`src/rtl/mux4_pkg.sv`:
```
// mux4_pkg: shared types for the registered 4:1 mux.
//   sel_t    - 2-bit source select, {sel1,sel2} -> a/b/c/d
//   pack_sel - packs the split select pins into sel_t
package mux4_pkg;

  typedef enum logic [1:0] {
    SEL_A = 2'b00,
    SEL_B = 2'b01,
    SEL_C = 2'b10,
    SEL_D = 2'b11
  } sel_t;

  // sel1 is the MSB. An X/Z pin stays X through the cast so the selector
  // can propagate it to its output.
  function automatic sel_t pack_sel(input logic sel1, input logic sel2);
    return sel_t'({sel1, sel2});
  endfunction

endpackage

```
`src/rtl/mux4_core.sv`:
```
// mux4_core: purely combinational WIDTH-bit 4:1 selector.
//   a..d - data sources 0..3
//   sel  - source select
//   y    - selected source, bit-for-bit
module mux4_core
  import mux4_pkg::*;
#(
  parameter int WIDTH = 1
) (
  input  logic [WIDTH-1:0] a,
  input  logic [WIDTH-1:0] b,
  input  logic [WIDTH-1:0] c,
  input  logic [WIDTH-1:0] d,
  input  sel_t             sel,
  output logic [WIDTH-1:0] y
);

  always_comb begin
    // All four codes are decoded; the default only fires on an X/Z select
    // in simulation, where the result is meant to be X.
    y = {WIDTH{1'bx}};
    case (sel)
      SEL_A:   y = a;
      SEL_B:   y = b;
      SEL_C:   y = c;
      SEL_D:   y = d;
      default: y = {WIDTH{1'bx}};
    endcase
  end

endmodule

```
`src/rtl/mux4_reg.sv`:
```
// mux4_reg: registered, parameterized 4:1 mux with valid flag.
//   clk, rst  - rising-edge clock, synchronous active-high reset
//   a..d      - data sources 0..3 (WIDTH bits)
//   sel1/sel2 - select MSB/LSB
//   in_valid  - capture strobe for the registered path
//   y_comb    - combinational mux result (not reset)
//   y         - mux result captured on the last in_valid cycle
//   out_valid - y was captured on the previous cycle
//   sel_q     - select code captured together with y
module mux4_reg
  import mux4_pkg::*;
#(
  parameter int WIDTH = 1
) (
  input  logic             clk,
  input  logic             rst,
  input  logic [WIDTH-1:0] a,
  input  logic [WIDTH-1:0] b,
  input  logic [WIDTH-1:0] c,
  input  logic [WIDTH-1:0] d,
  input  logic             sel1,
  input  logic             sel2,
  input  logic             in_valid,
  output logic [WIDTH-1:0] y_comb,
  output logic [WIDTH-1:0] y,
  output logic             out_valid,
  output logic [1:0]       sel_q
);

  sel_t sel_in;
  assign sel_in = pack_sel(sel1, sel2);

  mux4_core #(.WIDTH(WIDTH)) u_core (
    .a   (a),
    .b   (b),
    .c   (c),
    .d   (d),
    .sel (sel_in),
    .y   (y_comb)
  );

  logic [WIDTH-1:0] y_d, y_q;
  logic [1:0]       sel_d;
  logic             out_valid_d, out_valid_q;

  // Data and select hold when idle; valid is a one-cycle pulse per capture.
  always_comb begin
    y_d         = y_q;
    sel_d       = sel_q;
    out_valid_d = in_valid;
    if (in_valid) begin
      y_d   = y_comb;
      sel_d = sel_in;
    end
  end

  // Reset wins over a same-cycle capture.
  always_ff @(posedge clk) begin
    if (rst) begin
      y_q         <= '0;
      sel_q       <= 2'b00;
      out_valid_q <= 1'b0;
    end else begin
      y_q         <= y_d;
      sel_q       <= sel_d;
      out_valid_q <= out_valid_d;
    end
  end

  assign y         = y_q;
  assign out_valid = out_valid_q;

endmodule

```
`config.mk`:
```
export PLATFORM = sky130hd
export DESIGN_NAME = mux4_reg
export DESIGN_NICKNAME = d
export VERILOG_FILES = /design/src/rtl/mux4_pkg.sv /design/src/rtl/mux4_core.sv /design/src/rtl/mux4_reg.sv
export SDC_FILE = /design/constraint.sdc
export NUM_CORES = 1
export LEC_CHECK = 0
export BUFFER_PORTS_ARGS = -buffer_cell sky130_fd_sc_hd__buf_2
export CAP_MARGIN = 20
export CORE_AREA = 5 5 42 44
export DETAILED_ROUTE_END_ITERATION = 8
export DIE_AREA = 0 0 47 49
export GPL_TIMING_DRIVEN = 1
export MAX_ROUTING_LAYER = met4
export PLACE_DENSITY = 0.4
export SLEW_MARGIN = 20
export SYNTH_ARGS = -nofsm -noshare
export SYNTH_HDL_FRONTEND = slang
export SYNTH_SLANG_ARGS = --single-unit
```
`constraint.sdc`:
```
create_clock -name clk -period 1 [get_ports clk]
set_input_delay 0.15 -clock clk [delete_from_list [all_inputs] [get_ports clk]]
set_output_delay 0.15 -clock clk [all_outputs]
set_load 0.02 [all_outputs]
```
Word-level counts from Yosys, hierarchy flattened --
Index checks and enable logic that the tools add are counted. Widths: inputs -> output; s select.
Word-level totals: register bits 4, word-level logic and storage cells 8
Cells by class: equality and inequality tests 3, multiplexer cells 1, reduce and logical (&&, ||, !) cells 1
Operators with widths (number):
- $eq 2x2->1 const B | 2
- $pmux 1 s4 | 1
- $eq 2x1->1 const B | 1
- $logic_not 2->1 | 1

Longest topological paths before layout --
word-level depth 2, depth in mapped cells 2

By module --
A second synthesis with hierarchy kept.
Unflattened totals: cell total of the unflattened synthesis 12, area total of the unflattened synthesis 150.1 sq um
Modules (own cells, without submodules):
- mux4_reg | instances 1, cells each 11, area an instance 127.6 sq um
- mux4_core | instances 1, cells each 1, area an instance 22.5 sq um

Worst setup path before layout --
OpenSTA, ideal clock, no wires.
path type flip-flop to flip-flop, start register y (netlist name), end register y_q, in the netlist y, data arrival time 929 ps, required time 918 ps, path slack -11 ps, cell stages (with the launch flop) 3, path buffers 0, cell sequence dfxtp_1 or3b_2 o221ai_1
RTL lines:
- end signal, assigned | line mux4_reg.sv:64 | y_q <= y_d;
- end, declared | line mux4_reg.sv:42 | logic [WIDTH-1:0] y_d, y_q;

Final worst setup path --
start input port sel2, end output port y_comb
Between the ends: word-level cells in the longest chain between the ends 2
Ends and longest elaborated chain:
- start, declared | line mux4_reg.sv:22 | input logic sel2,
- $eq 2x2->1 (tied with other cells) | line mux4_core.sv:22 | case (sel)
- $pmux 1 s4 (*) | line mux4_core.sv:22
- end, declared | line mux4_reg.sv:24 | output logic [WIDTH-1:0] y_comb,
Mark *: on every way between the ends. The rest lies on a longest branch, timed or not.

==> results.ini <==
[outcome]
status=finished, final reports clean

[setup_path]
r2r_end=y
timing.rr.start=y
worstSetupPathType=in2out
cp_common_cell=buf_2
ff2ff_setup_slack_ns=0.09
ff2ff_path_depth=2
required_ns=0.85
path_cells=buf_2, mux2i_2, mux2i_1, buf_2
worstPathMaxFanout=3
cp_top_family=multiplexers
cpPeakStageDelay_ns=0.25
critPathBufInv=2
cpMaxStageDelayCell=mux2i_2
crit_arrival_ns=0.81
crit_path_end_kind=output pin
start_kind=input port

[floorplanning]
die_h_um=49
coreArea_um2=1400
rows=14
die_w_um=47
io_pins=14
dieArea_um2=2300
start_util_pct=12.7

[cts]
cts_buffer_depth=2
hold_buffers=0
cts-root-buf=clkbuf_4
clock_sinks=4
cts_tree=done
cts_buffers=3
htreeDepth=1
ctsResizeCount=0
clkTransAtPathRegs_ns=0.03
clk_latency_ns=0.24
cts_setup_buffers=0

[cells_and_area]
register_area_um2=81.3
utilization_pct=21.0
layout_common_cells=buf_2 (13), mux2i_1 (3), clkbuf_4 (3), dfxtp_1 (3)
antennaDiodeCount=0
fillers=161
nNetsFinal=43
syn2layout_area_growth_pct=65.5
drive_gt1_share_pct=62.5
final_cell_area_um2=294
multi_input_area_um2=105
layout_commonest_cell=buf_2

[timing]
holdWs_ns=0.146
worst_slew_pin_slew_ns=0.187
period_share_pct=95.6
finalSetupViolCount=0
fin_crit_ns=0.956
finClkSkew_ns=0
relSlewSlack_pct=87.3
hold_viol_final=0
timing.fmax_mhz=1050
setup_ws_ns=0.0440
grt_setup_unrepaired=no
drv_slew=0
fin_setup_tns_ns=0

[power]
ir_worst_vdd_uv=608
p_per_area_nw_per_um2=1580
leakagePower_nw=0.143

[route]
ant_nets=0
vias=197
dr_wl_met3_um=120
drcViolationCount=0
wirelength_met1_um=242
drtIter0Drc=3
dr.max_layer_used=met3
routedWlPerCell_um=11.1
via_per_inst=4.10
drt_wl_total_um=532
first_pass_iters=2
met2_length_um=169

[global_route]
grt_usage_pct=5.85
antenna_found_initial=0
grt_pass1_vias=225
grt-ovfl-total=0
grt_max_degree=7
grt_pass1_wl_um=897

[logic_synthesis]
synth_top_cell_by_area=dfxtp_1
synth_area_leaders=dfxtp_1 (45%), mux2i_1 (28%), o221ai_1 (4.9%), or3b_1 (4.9%), or3b_2 (4.9%)
yosysTopAreaCellShare_pct=45.1
ys_seq_area_share_pct=45.1
avgSynthCellArea_um2=11.1
yosys_warnings=0
synth_cells=16
syn_nets=25
netlist_area_um2=178
synth_cell_types=8
synth_seq_cells=4

[flow_run]
maxCapViolCount=0

[hold_path]
hp-start=rst
hold_class=in2reg
holdPathEnd=out_valid
whs_path_depth=2

[placement]
numPortBuffers=13
dpl_worst_slack_ns=0.0658
dp_hpwl_um=414
dpl_cell_area_um2=264
gp_congestion=0.719

==> synthesized netlist by cell type <==
master    instances
or3b_1            1
mux2i_1           5
o221ai_1          1
nor2b_1           1
dfxtp_1           4
nand3b_1          1
nor2_1            2
or3b_2            1
==> routing by layer <==
metal / vias up / global-route usage, %
li1: 92 / -
met1: 88 / 6.59
met2: 17 / 7.01
met3: 0 / 6.27
met4: 0 / 1.38
met5: - / -
==> where the power goes <==
part / total [W] / switching (W) / internal, W
clock: 0.000200 / 0.0000661 / 0.000134
combinational: 0.0000896 / 0.0000493 / 0.0000403
sequential: 0.000175 / 0.00000404 / 0.000171
total: 0.000465 / 0.000119 / 0.000346
==> state kept, by name, summed over array words and instances (netlist names) <==
name and count:
sel_q 2, y 1, out_valid 1
==> final cells by class <==
| cell class | instances | share of cell area, % |
|---|---|---|
| Clock buffer | 3 | 7.66 |
| Tap cell | 16 | 6.81 |
| Timing Repair Buffer | 13 | 22.1 |
| Multi-Input combinational cell | 12 | 35.7 |
| Sequential cell | 4 | 27.7 |
==> metrics by stage <==
step	power, W	std cells
after global placement	0.000259	45
final	0.000465	48
after floorplan	0.000220	16
after detailed placement	0.000262	45
after CTS	0.000469	48
after global routing	0.000509	48
==> cells by family after synthesis <==
group / Yosys count / synth area share, %
simple gates: 6 / 21.8
compound gates: 1 / 4.93
flops: 4 / 45.1
mux: 5 / 28.2
==> how the worst max path moves through the flow <==
stage	startpoint	endpoint	slack (ns)	cells after the start
finish	sel2	y_comb	0.04	4
CTS	sel2	y_comb	0.07	4
floorplan	y	y	0.04	2
detailed placement	sel2	y_comb	0.07	4
global placement	in_valid	y	0.09	3
global route	sel2	y_comb	0.001	4
Power figures use the tool's default switching activity.
